==> config.mk <==
export PLATFORM = sky130hd
export DESIGN_NAME = axi_read_master
export DESIGN_NICKNAME = d
export VERILOG_FILES = /design/src/rtl/axi_read_master.sv
export SDC_FILE = /design/constraint.sdc
export NUM_CORES = 1
export LEC_CHECK = 0
export BUFFER_PORTS_ARGS = -buffer_cell sky130_fd_sc_hd__buf_2
export CAP_MARGIN = 25
export CORE_ASPECT_RATIO = 0.6
export CORE_MARGIN = 2
export CORE_UTILIZATION = 52
export DETAILED_ROUTE_END_ITERATION = 8
export PLACE_DENSITY_LB_ADDON = 0.05
export SLEW_MARGIN = 15
export SYNTH_ARGS = -nofsm -noshare
export SYNTH_HDL_FRONTEND = slang
export SYNTH_SLANG_ARGS = --single-unit
==> constraint.sdc <==
create_clock -name clk -period 9.15 [get_ports clk]
set_input_delay 0 -clock clk [delete_from_list [all_inputs] [get_ports clk]]
set_output_delay 0 -clock clk [all_outputs]
set_load 0.005 [all_outputs]
==> src/rtl/axi_read_master.sv <==
`default_nettype none
// ============================================================================
// Module   : axi_read_master
// Brief    : Single-outstanding AXI read initiator. Issues one AR burst per line
//            request, gathers R beats into a line buffer, returns line + error.
// Revision : 1.0
// ============================================================================
module axi_read_master #(
  parameter int ADDR_WIDTH = 32,
  parameter int DATA_WIDTH = 32,
  parameter int MAX_BEATS  = 8,
  parameter int LEN_WIDTH  = 8
) (
  input  logic                            clk,
  input  logic                            rst,
  input  logic                            req_valid,
  output logic                            req_ready,
  input  logic [ADDR_WIDTH-1:0]           req_addr,
  input  logic [LEN_WIDTH-1:0]            req_len,
  output logic                            resp_valid,
  input  logic                            resp_ready,
  output logic [MAX_BEATS*DATA_WIDTH-1:0] resp_data,
  output logic                            resp_err,
  output logic                            m_arvalid,
  input  logic                            m_arready,
  output logic [ADDR_WIDTH-1:0]           m_araddr,
  output logic [LEN_WIDTH-1:0]            m_arlen,
  input  logic                            m_rvalid,
  output logic                            m_rready,
  input  logic [DATA_WIDTH-1:0]           m_rdata,
  input  logic [1:0]                      m_rresp,
  input  logic                            m_rlast
);

  localparam int                   c_cnt_w     = $clog2(MAX_BEATS) + 1;
  localparam logic [LEN_WIDTH-1:0] c_max_len   = LEN_WIDTH'(MAX_BEATS - 1);
  localparam logic [1:0]           c_resp_okay = 2'b00;

  typedef enum logic [1:0] {
    S_IDLE  = 2'd0,
    S_AR    = 2'd1,
    S_RDATA = 2'd2,
    S_DONE  = 2'd3
  } state_t;

  state_t                          state_q;
  logic                            m_arvalid_q;
  logic                            m_rready_q;
  logic                            resp_valid_q;
  logic                            resp_err_q,  resp_err_d;
  logic [ADDR_WIDTH-1:0]           m_araddr_q;
  logic [LEN_WIDTH-1:0]            m_arlen_q;
  logic [MAX_BEATS*DATA_WIDTH-1:0] resp_data_q, resp_data_d;
  logic [c_cnt_w-1:0]              cnt_q,       cnt_d;

  logic                 w_req_fire;
  logic                 w_beat_fire;
  logic [LEN_WIDTH-1:0] w_cnt_ext;
  logic                 w_in_range;
  logic                 w_last_slot;
  logic                 w_early_last;
  logic                 w_overrun;
  logic                 w_beat_err;
  logic [LEN_WIDTH-1:0] w_clamped_len;
  logic                 w_unused;

  assign w_req_fire    = req_valid && (state_q == S_IDLE);
  assign w_beat_fire   = (state_q == S_RDATA) && m_rvalid && m_rready_q;
  assign w_cnt_ext     = LEN_WIDTH'(cnt_q);
  // Compare as cnt <= arlen so arlen+1 can never overflow the field.
  assign w_in_range    = (w_cnt_ext <= m_arlen_q);
  assign w_last_slot   = (w_cnt_ext == m_arlen_q);
  assign w_early_last  = m_rlast && (w_cnt_ext < m_arlen_q);
  assign w_overrun     = !m_rlast && w_last_slot;
  assign w_beat_err    = (m_rresp != c_resp_okay) || w_early_last || w_overrun;
  assign w_clamped_len = (req_len > c_max_len) ? c_max_len : req_len;

  // Byte offset inside the word is dropped by alignment.
  assign w_unused = ^req_addr[1:0];

  always_comb begin
    resp_data_d = resp_data_q;
    cnt_d       = cnt_q;
    resp_err_d  = resp_err_q;
    if (w_req_fire) begin
      resp_data_d = '0;
      cnt_d       = '0;
      resp_err_d  = 1'b0;
    end else if (w_beat_fire) begin
      if (w_in_range) begin
        for (int i = 0; i < MAX_BEATS; i++) begin
          if (cnt_q == c_cnt_w'(i)) begin
            resp_data_d[i*DATA_WIDTH +: DATA_WIDTH] = m_rdata;
          end
        end
        cnt_d = cnt_q + 1'b1;
      end
      if (w_beat_err) begin
        resp_err_d = 1'b1;
      end
    end
  end

  always_ff @(posedge clk or posedge rst) begin
    if (rst) begin
      state_q      <= S_IDLE;
      m_arvalid_q  <= 1'b0;
      m_rready_q   <= 1'b0;
      resp_valid_q <= 1'b0;
      resp_err_q   <= 1'b0;
      m_araddr_q   <= '0;
      m_arlen_q    <= '0;
      resp_data_q  <= '0;
      cnt_q        <= '0;
    end else begin
      resp_data_q <= resp_data_d;
      cnt_q       <= cnt_d;
      resp_err_q  <= resp_err_d;
      case (state_q)
        S_IDLE: begin
          if (req_valid) begin
            m_araddr_q  <= {req_addr[ADDR_WIDTH-1:2], 2'b00};
            m_arlen_q   <= w_clamped_len;
            m_arvalid_q <= 1'b1;
            state_q     <= S_AR;
          end
        end
        S_AR: begin
          if (m_arready) begin
            m_arvalid_q <= 1'b0;
            m_rready_q  <= 1'b1;
            state_q     <= S_RDATA;
          end
        end
        S_RDATA: begin
          // Any rlast ends the burst: normal, early, or after an overrun.
          if (w_beat_fire && m_rlast) begin
            m_rready_q   <= 1'b0;
            resp_valid_q <= 1'b1;
            state_q      <= S_DONE;
          end
        end
        S_DONE: begin
          if (resp_ready) begin
            resp_valid_q <= 1'b0;
            state_q      <= S_IDLE;
          end
        end
        default: begin
          state_q <= S_IDLE;
        end
      endcase
    end
  end

  assign req_ready  = (state_q == S_IDLE);
  assign resp_valid = resp_valid_q;
  assign resp_data  = resp_data_q;
  assign resp_err   = resp_err_q;
  assign m_arvalid  = m_arvalid_q;
  assign m_araddr   = m_araddr_q;
  assign m_arlen    = m_arlen_q;
  assign m_rready   = m_rready_q;

endmodule
`default_nettype wire

=== Word level (Yosys, flattened, before mapping) ===
Index checks and enable logic that the tools add are counted.

* Register bits: 304
* Bits of input ports: 81
* Output and inout bits: 301
* Word-level logic and storage cells: 108

* $add $sub $neg: 1
* Magnitude comparators: 3
* Eq/ne operators: 15
* Multiplexer cells: 32
* Reduce and logical (&&, ||, !) cells: 41

{| class="wikitable"
|+ Operators by type and width
! operator !! count
|-
| two-way mux 256 bit || 3
|-
| two-way mux 32 bit || 8
|-
| AND reduction 3 bit || 11
|-
| nonzero test 2 bit || 15
|-
| == test 4 x 3 -> 1 bit (second input constant) || 4
|-
| two-way mux 4 bit || 3
|-
| two-way mux 1 bit || 9
|-
| == test 4 x 2 -> 1 bit (second input constant) || 2
|-
| == test 4 x 8 -> 1 bit || 1
|-
| greater-than comparator 8 x 3 -> 1 bit (second input constant) || 1
|-
| less-or-equal comparator 4 x 8 -> 1 bit || 1
|-
| < comparator 4 x 8 -> 1 bit || 1
|-
| two-way mux 2 bit || 4
|-
| two-way mux 8 bit || 1
|-
| one-hot mux 2 bit (4 select lines) || 1
|-
| logical AND 1 bit || 6
|-
| != test 2 bit (second input constant) || 3
|-
| one-hot mux 1 bit (2 select lines) || 3
|-
| AND reduction 2 bit || 3
|-
| adder 4 x 1 -> 4 bit (second input constant) || 1
|-
| == test 2 bit (second input constant) || 2
|-
| == test 4 x 1 -> 1 bit (second input constant) || 1
|-
| logical NOT 4 bit || 1
|-
| AND reduction 4 bit || 1
|-
| other kinds (5) || 6
|}

=== Logic depth before layout (Yosys ltp) ===
Gate-level depths: netlist of the first run.

* Word-level depth: 7
* Mapped depth: 9
* Mapped depth without buffers: 7

=== Worst setup path before layout of the first run ===
Ideal clock, no wire load.

* Path type: flip-flop to flip-flop
* Start point: register m_arlen_q[4] (netlist: m_arlen[4])
* End point: register resp_data_q[192] (netlist: resp_data[192])
* Setup time: 80 ps
* Data arrival time: 1,917 ps
* Required time: 9,070 ps
* Slack: 7,153 ps
* Stages on the path, launching flop included: 8
* Buffers on the path: 2
* Period minus slack after synthesis: 1,997 ps
* Cells stage by stage: dfrtp_1 or4_4 o21ai_1 a21bo_2 buf_6 nand4b_4 buf_6 mux2i_1

* Longest elaborated chain between the ends: 3

{| class="wikitable"
|+ RTL lines
! what !! RTL line !! RTL
|-
| start, declared || 52 || <nowiki>logic [LEN_WIDTH-1:0] m_arlen_q;</nowiki>
|-
| start signal, assigned || 123 || <nowiki>m_arlen_q <= w_clamped_len;</nowiki>
|-
| less-or-equal comparator 4 x 8 -> 1 bit || 71 || <nowiki>assign w_in_range = (w_cnt_ext <= m_arlen_q);</nowiki>
|-
| nonzero test 2 bit (no line) || - ||
|-
| AND reduction 3 bit (no line) || - ||
|-
| end signal, assigned || 116 || <nowiki>resp_data_q <= resp_data_d;</nowiki>
|-
| end, declared || 53 || <nowiki>logic [MAX_BEATS*DATA_WIDTH-1:0] resp_data_q, resp_data_d;</nowiki>
|}

No other way between the ends.
A chain may end at the register's enable or synchronous reset.

=== Worst setup path in the final report of the first run ===
* Start point: register cnt_q[2]
* End point: register resp_data_q[252] (netlist: resp_data[252])

* Longest elaborated chain between the ends: 3
* Elaborated cells on any way between the ends: 5
* Those cells by class: order compare (1); eq/ne (1); reduce/logical (3)

{| class="wikitable"
|+ RTL lines
! what !! RTL line !! RTL
|-
| start, declared || 54 || <nowiki>logic [c_cnt_w-1:0] cnt_q, cnt_d;</nowiki>
|-
| start signal, assigned || 117 || <nowiki>cnt_q <= cnt_d;</nowiki>
|-
| less-or-equal comparator 4 x 8 -> 1 bit / == test 4 x 3 -> 1 bit (equally long branches) || 71, 92 ||
|-
| nonzero test 2 bit (no line) || - ||
|-
| AND reduction 3 bit (no line) * || - ||
|}

Mark *: on every way between the ends. The rest lies on a longest branch, timed or not.

==> key figures, run 1 <==
Clocking
  – TritonCTS Sinks: between 300 and 400
  – CTS tree: done
  – # resized after CTS: 0
  – CTS Buf Count: 29
  – H-Tree Depth: 1
  – Root Buffer: clkbuf_16
  – Clk slew on worst S/H paths: 0.06 ns
  – Clk_lat worst skew: 0.55 ns
  – Maximum buffer depth of the clock tree: 3

Worst hold path
  – Tightest Hold Check Type: in2reg

Worst setup path
  – Crit Path Max Fanout: 17
  – Worst EP required: 9.62 ns
  – Critical Path AT: 3.71 ns
  – Worst setup EP type: flip-flop
  – Critical path type: reg2reg
  – CP Launch Type: flip-flop

Power
  – Leakage: 10.3 nW
  – Peak VDD IR: 0.000190 V
  – Pwr dens: 236 nW/µm²
  – Total Power: about 3.9 mW

Floorplan
  – Die Ht: 125 µm
  – Rows: 44
  – Initial Util: 52.8%
  – Ports: 382
  – Die Width: 206 µm
  – Die area: roughly 26000 µm²
  – Core ar.: 24100 µm²

Yosys
  – Top-area cell type share of the netlist area: between 50% and 60%
  – Seq/Total Area, Yosys: 59.8%
  – Synthesized-area fraction occupied by adder cells: under 10%
  – Top_reg_cell synth: dfrtp_1
  – Netlist Area Pre-Place: between 10000 and 15000 µm²
  – Yosys warning count: 0
  – Post-synthesis simple-gate area fraction: 13.4%
  – Largest family of logic cells by synthesized area: multiplexers
  – Yosys top cell by area: dfrtp_1
  – Top cells by area, synth: dfrtp_1, mux2i_1, nand2_1
  – Fraction of registers with async set/reset: between 90% and 100%
  – Avg Cell Area, Syn: 11.5 µm²
  – EDFF count, synth: 0
  – Netlist cell types: 41
  – Leading cell types by count after synthesis: nand2_1, dfrtp_1, mux2i_1, clkbuf_1, buf_6
  – Xor/xnor share of the synthesized area: 0.0688%
  – Count leader, synth: nand2_1
  – Compound-gate portion of the synthesized area: 1.16%
  – Mux cell area share after synthesis: 20.4%
  – Yosys reg bits: 304
  – Post-synthesis cell count: 1106

Outcome
  – Run status: finished clean

STA
  – Clock skew: 0.0248 ns
  – Minimum clock period after layout: 3.24 ns
  – Tcrit/Tclk final: 35.4%
  – Fin. max-slew vios: 0
  – Hold Fails Final Rpt: 0
  – Fin Setup TNS: 0 ns
  – Max-slew headroom: a little under two fifths
  – Fmax: approximately 0.31 GHz
  – RSZ-0062 raised after global routing: no
  – Worst Max-Slew Pin Slew: 0.937 ns
  – Final setup violating endpoints: 0

Global routing
  – Total gr overflow: 0
  – GRT Total Usage: 27.7%
  – Initial antenna violation count: 0
  – Largest net degree at the start of global routing: 177
  – Vias in the first global route: between 9k and 10k
  – First-pass GRT wire length: roughly 56000 µm

Placement
  – Port Buffers: 377
  – Routability cong.: between 0.7 and 0.8
  – Post-DP HPWL: ~23000 µm

Detailed routing
  – Routed WL: roughly 35000 µm
  – Remaining DRCs: 0
  – Antenna-violating nets left: 0
  – DR iter-0 viols: 568
  – TritonRoute pass-1 iters: 5
  – Vias/cell: 5.14
  – Per-cell routed wire length: roughly 19 µm
  – Vias: 9674

Flow run
  – Max-cap violations: 0

Layout
  – FF/Latch Area: 7610 µm²
  – Area growth syn-to-layout: 30.2%
  – N_diodes: 0
  – Area of the multi-input gates: 4650 µm²
  – Layout cell share with drive strength beyond 1: between 20% and 30%
  – Fill cells: 1879
  – Nets: 1634
  – Post-layout util: 68.7%
worst max-delay path, cell delays in order (launching register included):
cell and delay, ns:
dfrtp_1 0.58, ha_1 0.39, and4_1 0.21, o21ai_1 0.06, a21bo_2 0.46, and4b_2 0.72
buf_4 0.46, mux2i_1 0.25
registers in the layout, summed over array words and instances (netlist names):
| signal | cells |
|---|---|
| cnt_q | 4 |
| m_arvalid | 1 |
| m_araddr | 30 |
| state_q | 2 |
| resp_valid | 1 |
| resp_err | 1 |
| m_arlen | 8 |
| resp_data | 256 |
| m_rready | 1 |
per-stage QoR:
stage / area, µm² / setup WS [ns] / cells / hold slack [ns]
floorplan: 12700 / 0.747 / 1107 / 0.105
global placement: 14700 / 5.98 / 1747 / 0.105
detailed placement: 14700 / 5.93 / 1747 / 0.103
CTS: 16500 / 5.91 / 1878 / 0.00113
global route: 16600 / 5.69 / 1883 / 0.0445
finish: 16600 / 5.91 / 1883 / 0.0153
cell families after synthesis:
| family | Yosys count |
|---|---|
| other | 1 |
| flip-flops | 304 |
| AO/OA/AOI/OAI | 24 |
| multiplexers | 259 |
| buffers and inverters | 81 |
| AND/OR/NAND/NOR | 423 |
| adder cells (fa/ha/maj) | 13 |
| XOR/XNOR | 1 |
report_power, final:
group	switching, mW	leakage [nW]	internal (mW)
clock	0.511	0.488	0.710
sequential	0.119	4.14	1.56
combinational	0.623	5.71	0.379
total	1.25	10.3	2.65
placed cells by master, fill, tap and decap left out, drive strengths merged:
| cell | n |
|---|---|
| xnor2 | 1 |
| nand3 | 1 |
| clkinv | 7 |
| dlygate4sd3 | 79 |
| nor3 | 1 |
| a31o | 1 |
| a211oi | 1 |
| o2bb2ai | 1 |
| dfrtp | 304 |
| mux2i | 259 |
| bufinv | 2 |
| nand4b | 3 |
| o31ai | 1 |
| o22a | 1 |
| nor2b | 1 |
| nor3b | 5 |
| and3 | 1 |
| nand4 | 1 |
| o211ai | 1 |
| o21a | 1 |
| and4 | 1 |
| and4b | 1 |
| clkbuf | 42 |
| inv | 12 |
| and2 | 6 |
| nor2 | 8 |
| or4 | 1 |
| a21bo | 1 |
| nand2b | 1 |
| o22ai | 1 |
| o21ai | 8 |
| nand2 | 392 |
| buf | 393 |
| conb | 2 |
| a21oi | 7 |
| ha | 13 |
per-layer routing:
layer  up-vias  global-route usage, %  share of wire, %
li1       4483                      -                 -
met1      4847                   39.4                45
met2       289                   42.7                45
met3        55                   7.12               7.0
met4         0                   7.35               2.4
met5         -                      0                 0
path summary, 6_finish.rpt:
kind,slack (ns),cells past startpoint,start,endpoint
min in group asynchronous,0.05,3,rst,m_araddr[8]
max in group asynchronous,7.68,4,rst,resp_data[229]
hold reg to reg,0.47,2,m_araddr[12],m_araddr[12]
setup reg to reg,5.91,7,cnt_q[2],resp_data[252]
setup / recovery,5.91,7,cnt_q[2],resp_data[252]
hold / removal,0.02,3,m_rdata[2],resp_data[34]
layout make-up:
type | count | area share [%]
flip-flops and latches | 304 | 45.9
inverters | 11 | 0.294
well taps | 322 | 2.43
clock inverters | 10 | 0.642
multi-input cells | 722 | 28.1
clock buffers | 42 | 5.22
repair buffers | 472 | 17.4
timing repair:
| item | CTS | global route |
|---|---|---|
| endpoints found under the hold margin | 353 | 0 |
| endpoints found under the setup margin | 0 | 0 |
| hold buffers | 79 | 0 |
| setup buffers | 0 | 0 |
Power figures use the tool's default switching activity.
==> run 2, diff against run 1 <==
--- a/config.mk
+++ b/config.mk
@@ -5,11 +5,12 @@
 export SDC_FILE = /design/constraint.sdc
 export NUM_CORES = 1
 export LEC_CHECK = 0
+export ABC_AREA = 1
 export BUFFER_PORTS_ARGS = -buffer_cell sky130_fd_sc_hd__buf_2
 export CAP_MARGIN = 25
 export CORE_ASPECT_RATIO = 0.6
 export CORE_MARGIN = 2
-export CORE_UTILIZATION = 52
+export CORE_UTILIZATION = 48
 export DETAILED_ROUTE_END_ITERATION = 8
 export PLACE_DENSITY_LB_ADDON = 0.05
 export SLEW_MARGIN = 15
==> constraint.sdc (replaced) <==
create_clock -name clk -period 2.8 [get_ports clk]
set_input_delay 0 -clock clk [delete_from_list [all_inputs] [get_ports clk]]
set_output_delay 0 -clock clk [all_outputs]
set_load 0.005 [all_outputs]
==> run 2 against run 1 <==
Die area is 16% higher. Highest routed layer unchanged. Area after synthesis up 7.4%. Sequential share of layout area is 2.5 points lower. Largest cell class unchanged. Clock skew fell by 0.011 ns. Global-route usage rose by 6.3 points. Synthesized cell count grew 37%. Setup slack got worse by 5.7 ns. Fmax grew 23%. Utilization fell by 5.7 points. Critical endpoint is now m_arlen[2].
==> key figures, run 2 <==
Detailed routing
  – Per-cell routed wire length: 22.3 µm
  – DR iter-0 viols: 1686
  – Vias/cell: 5.79
  – Remaining DRCs: 0
  – Vias: 13.4k
  – Antenna-violating nets left: 0
  – Routed WL: 51500 µm
  – TritonRoute pass-1 iters: 5

Global routing
  – Met2 Use GR: 50.6%
  – Largest net degree at the start of global routing: 164
  – Gr busiest metal: met2
  – GRT Total Usage: approximately 34%
  – Grt met3 use: 8.14%
  – Met1 Track Usage GR: 49.6%
  – Vias in the first global route: 12.5k
  – Total gr overflow: 0
  – First-pass GRT wire length: between 70000 and 80000 µm
  – Initial antenna violation count: 1

Worst hold path
  – Tightest Hold Check Type: in2reg
  – Hold Crit Start: m_rdata[0]
  – Hold depth: 6
  – Worst Hold End: resp_data[224]

STA
  – Tcrit/Tclk final: between 90 and 100%
  – Clock skew: 0.0141 ns
  – Worst Max-Slew Pin Slew: between 0.8 and 0.9 ns
  – Hold Fails Final Rpt: 0
  – PnR worst setup slack: about 0.17 ns
  – Fin. max-slew vios: 0
  – Minimum clock period after layout: about 2.6 ns
  – Max-slew headroom: 44.3%
  – RSZ-0062 raised after global routing: no
  – Fmax: 0.380 GHz
  – Final setup violating endpoints: 0

Yosys
  – Netlist Area Pre-Place: 13700 µm²
  – Yosys top cell by area: dfrtp_1
  – Top-area cell type share of the netlist area: 55.6%
  – Top_reg_cell synth: dfrtp_1
  – Fraction of registers with async set/reset: 100%
  – Yosys warning count: 0
  – Post-synthesis cell count: 1515
  – Yosys reg bits: ~300
  – Count leader, synth: nand2_1
  – Avg Cell Area, Syn: 9.03 µm²
  – Netlist cell types: 26
  – Seq/Total Area, Yosys: a little under three fifths
  – EDFF count, synth: 0
  – Leading cell types by count after synthesis: nand2_1, dfrtp_1, nand3_1, nand4_1, inv_1
  – Top cells by area, synth: dfrtp_1, nand4_1, nand2_1

Placement
  – Routability cong.: between 0.8 and 0.9
  – Post-DP HPWL: 33100 µm
  – Placed Area: 15900 µm²
  – DP Worst Slack: 0.426 ns
  – Port Buffers: 377

Clocking
  – Root Buffer: clkbuf_16
  – CTS tree: done
  – Clk_lat worst skew: 0.56 ns
  – CTS Buf Count: 29
  – # resized after CTS: 0
  – H-Tree Depth: 1
  – Clk slew on worst S/H paths: 0.07 ns
  – Maximum buffer depth of the clock tree: 3
  – TritonCTS Sinks: 304

Worst setup path
  – Crit Path Max Fanout: 40
  – FF-to-FF setup slack: 0.17 ns
  – CP Launch Type: flip-flop
  – Worst reg2reg startpoint: state_q[1]
  – Worst setup EP type: flip-flop
  – Worst reg2reg path depth: 8
  – Critical Path AT: 3.11 ns
  – Critical path type: reg2reg
  – Worst EP required: 3.27 ns
  – Worst r2r dst: m_arlen[2]

Power
  – Leakage: 10.3 nW
  – Pwr dens: 868 nW/µm²
  – Peak VDD IR: 0.000865 V

Layout
  – Nets: 2020
  – Max reg flops: 256
  – Most frequent cells in the layout: nand2_1, buf_2, dfrtp_1, nand3_1, nand4_1
  – Fill cells: approximately 2.4k
  – Area of the multi-input gates: approximately 5000 µm²
  – Most common cell after layout, fill and taps aside: nand2_1
  – FF/Latch Area: 7610 µm²
  – Layout cell share with drive strength beyond 1: 28.3%
  – Area growth syn-to-layout: 28.1%
  – Design area: around 18000 µm²

Floorplan
  – Die Ht: 135 µm
  – Die area: 29900 µm²
  – Initial Util: 49.2%
  – Rows: between 40 and 50
  – Die Width: 222 µm
  – Core ar.: 27800 µm²
  – Ports: 382

Flow run
  – Max-cap violations: 0

Outcome
  – Run status: finished clean
run 2: cell types whose count changed after synthesis, sizes merged, moves of 2 or more:
cell	before	now
nand3	1	273
mux2i	259	0
nand4	1	258
buf	30	105
inv	11	61
nor2	8	52
nand2	392	383
and2	6	0
nor3b	5	0
a21oi	7	3
clkbuf	40	44
nand4b	3	0
or2	0	2
run 2: where the power goes:
part           switching, mW  internal (mW)
Clock                   1.73           2.10
Sequential             0.486           5.17
Combinational           4.02           1.71
Total                   6.23           8.98
run 2: cell type report:
| type | count | share of cell area [%] |
|---|---|---|
| tap | 367 | 2.62 |
| clock buffer | 41 | 4.86 |
| inverter | 61 | 1.33 |
| antenna | 1 | 0.0143 |
| timing repair buffer | 528 | 18.9 |
| sequential | 304 | 43.4 |
| multi-input combinational | 1002 | 28.7 |
| clock inverter | 9 | 0.257 |
run 2: logic make-up after synthesis:
logic type	synth area share (%)
compound gates	0.604
xor+xnor	0.0641
fa+ha+maj	1.19
buf+inv	8.07
flops	55.6
other cells	0.0274
simple gates	34.4
run 2: worst max-delay path: stages (launching register included):
cell	delay, ns
dfrtp_1	0.41
inv_1	0.14
ha_1	0.32
nand2_4	0.13
inv_2	0.30
buf_4	0.46
o21ai_0	0.14
dlygate4sd3_1	0.57
o21ai_0	0.07
run 2: layer usage:
layer | routed length, µm | vias to the layer above
li1 | - | 6041
met1 | 22200 | 6581
met2 | 22900 | 663
met3 | 4890 | 98
met4 | 1580 | 0
met5 | 0 | -
run 2: through the flow:
step	total power [mW]	hold WS [ns]	setup TNS [ns]	util, %	instances
floorplan	9.36	0.110	-377.87	-	1516
CTS	15.1	0.00653	0	63.0	2312
detailed placement	11.2	0.188	0	57.3	2194
finish	15.2	0.0189	0	63.0	2313
global placement	11.2	0.176	0	57.3	2194
global route	16.0	0.0370	0	63.0	2313
run 2: worst max-delay path by stage:
stage,startpoint,to,slack (ns),depth (start not counted)
4_1_cts,state_q[0],m_arlen[2],0.23,8
3_3_place_gp,cnt_q[0],resp_data[164],0.51,8
6_report,state_q[1],m_arlen[2],0.17,8
5_1_grt,state_q[0],m_arlen[2],0.05,8
2_1_floorplan,rst,cnt_q[0],-1.24,1
3_5_place_dp,cnt_q[0],resp_data[166],0.43,8
run 2: what timing repair did:
action / 4_1_cts / 5_1_grt
hold endpoints to repair: 167 / 0
hold buffers: 68 / 0
buffers inserted: 0 / 0
==> run 3, diff against run 2 <==
--- a/config.mk
+++ b/config.mk
@@ -12,6 +12,7 @@
 export CORE_MARGIN = 2
 export CORE_UTILIZATION = 48
 export DETAILED_ROUTE_END_ITERATION = 8
+export HOLD_SLACK_MARGIN = 0.06
 export PLACE_DENSITY_LB_ADDON = 0.05
 export SLEW_MARGIN = 15
 export SYNTH_ARGS = -nofsm -noshare
==> run 3 against run 2 <==
Clock skew decreased by 0.0041 ns. Clock power about the same. Hold slack better by 0.086 ns. Die area unchanged. Global-route usage rose by 0.19 points. Cell count increased by 0.39%. Critical path depth unchanged. Routed wire length grew 0.79%.
==> key figures, run 3 (synthesis gave the netlist of run 2 again) <==
Floorplan
  – Die Width: 222 µm
  – Core ar.: 27800 µm²
  – Initial Util: 49.2%
  – Rows: 47
  – Die Ht: approximately 130 µm
  – Die area: 29900 µm²
  – Ports: 382

Worst setup path
  – Worst setup EP type: flip-flop
  – Worst EP required: 3.26 ns
  – Worst-path cell chain: inv_1, ha_1, nand2_4, inv_2, buf_6, o21ai_0, dlygate4sd3_1, o21ai_0
  – Critical path type: reg2reg
  – Worst reg2reg path depth: 8
  – Critical Path AT: 3.04 ns
  – CP dominant cell by count: o21ai_0
  – Slowest cell on the critical path: dlygate4sd3_1
  – Max stage delay on crit path: 0.58 ns
  – Crit Path Max Fanout: 40
  – CP Launch Type: flip-flop

STA
  – PnR worst setup slack: 0.224 ns
  – Final setup violating endpoints: 0
  – Minimum clock period after layout: about 2.6 ns
  – Max-slew headroom: 46.1%
  – Fin Setup TNS: 0 ns
  – Clock skew: 0.00997 ns
  – Fmax: 0.388 GHz
  – Fin. max-slew vios: 0
  – Worst Max-Slew Pin Slew: between 0.8 and 0.9 ns
  – RSZ-0062 raised after global routing: no
  – Hold Fails Final Rpt: 0
  – Hold WS: 0.105 ns
  – Tcrit/Tclk final: 92.0%

Clocking
  – Root Buffer: clkbuf_16
  – H-Tree Depth: 1
  – TritonCTS Sinks: 304
  – Clk_lat worst skew: 0.56 ns
  – Post-CTS Setup Bufs: 0
  – CTS tree: done
  – Clk slew on worst S/H paths: 0.07 ns
  – CTS Buf Count: 29
  – Maximum buffer depth of the clock tree: 3

Detailed routing
  – TritonRoute pass-1 iters: 5
  – Vias/cell: 5.85
  – Remaining DRCs: 0
  – DR iter-0 viols: ~1.7k
  – DRT met1 WL: ~22000 µm
  – Metal3 WL: 4860 µm
  – Routed WL: 52000 µm
  – DR top layer: met4
  – Vias: around 14k
  – Per-cell routed wire length: 22.4 µm
  – Antenna-violating nets left: 0
  – Wire length on met2: 23100 µm

Global routing
  – Total gr overflow: 0
  – Vias in the first global route: 12.7k
  – First-pass GRT wire length: around 78000 µm
  – Initial antenna violation count: 0
  – GRT Total Usage: 34.2%
  – Largest net degree at the start of global routing: 164

Placement
  – DP Worst Slack: 0.426 ns
  – Routability cong.: 0.858
  – Post-DP HPWL: 33100 µm
  – Port Buffers: 377

Layout
  – Post-layout util: 63.4%
  – Nets: 2030
  – N_diodes: 0
  – Area growth syn-to-layout: 28.9%
  – Fill cells: 2399
  – Most common cell after layout, fill and taps aside: nand2_1
  – Most frequent cells in the layout: nand2_1, buf_2, dfrtp_1, nand3_1, nand4_1
  – Max reg flops: 256
  – Layout cell share with drive strength beyond 1: 28.1%

Worst hold path
  – Tightest Hold Check Type: in2reg
  – Hold depth: 5

Outcome
  – Run status: finished clean

Power
  – Peak VDD IR: 0.000870 V
  – Pwr dens: 865 nW/µm²
  – Leakage: 10.3 nW

Flow run
  – Max-cap violations: 0
-- run 3: power by group --
part / leakage [nW] / total (mW) / internal, mW / switching [mW]
Clock: 0.455 / 3.82 / 2.10 / 1.72
Combinational: 5.69 / 5.77 / 1.72 / 4.04
Sequential: 4.15 / 5.66 / 5.17 / 0.489
Total: 10.3 / 15.2 / 8.99 / 6.26
-- run 3: through the flow --
step           power [mW]  instances  area, µm²
3_5_place_dp         11.2       2194      15900
2_1_floorplan        9.36       1516      13700
3_3_place_gp         11.2       2194      15900
5_1_grt              16.0       2322      17600
4_1_cts              15.1       2322      17600
6_report             15.2       2322      17600
-- run 3: worst paths after layout --
| kind | startpoint | end | slack [ns] |
|---|---|---|---|
| setup / recovery | state_q[1] | m_arlen[2] | 0.22 |
| hold / removal | req_valid | resp_err | 0.10 |
| setup reg to reg | state_q[1] | m_arlen[2] | 0.22 |
| hold reg to reg | m_araddr[9] | m_araddr[9] | 0.47 |
| max in group asynchronous | rst | resp_data[153] | 1.64 |
| min in group asynchronous | rst | m_araddr[30] | 0.15 |
-- run 3: layout make-up --
class	count	area [µm²]	area share, %
flip-flops and latches	304	7610	43.2
clock buffers	41	851	4.83
inverters	61	233	1.32
well taps	367	459	2.61
multi-input cells	1002	5020	28.5
clock inverters	9	45.0	0.256
repair buffers	538	3410	19.3
-- run 3: metal layers --
layer	vias to the layer above	global-route usage, %
li1	6061	-
met1	6768	49.8
met2	643	50.8
met3	101	8.46
met4	0	10.4
met5	-	0
-- run 3: timing repair --
action                                  CTS  global route
endpoints found under the hold margin   272             0
resized for setup                         0             1
hold buffers                             78             0
endpoints found under the setup margin    0             1
-- run 3: critical path: cells and delay by family (launching register included) --
| kind | cells | cell delay [ns] |
|---|---|---|
| buf+inv | 4 | 1.38 |
| flops | 1 | 0.40 |
| fa+ha+maj | 1 | 0.31 |
| compound gates | 2 | 0.24 |
| simple gates | 1 | 0.13 |
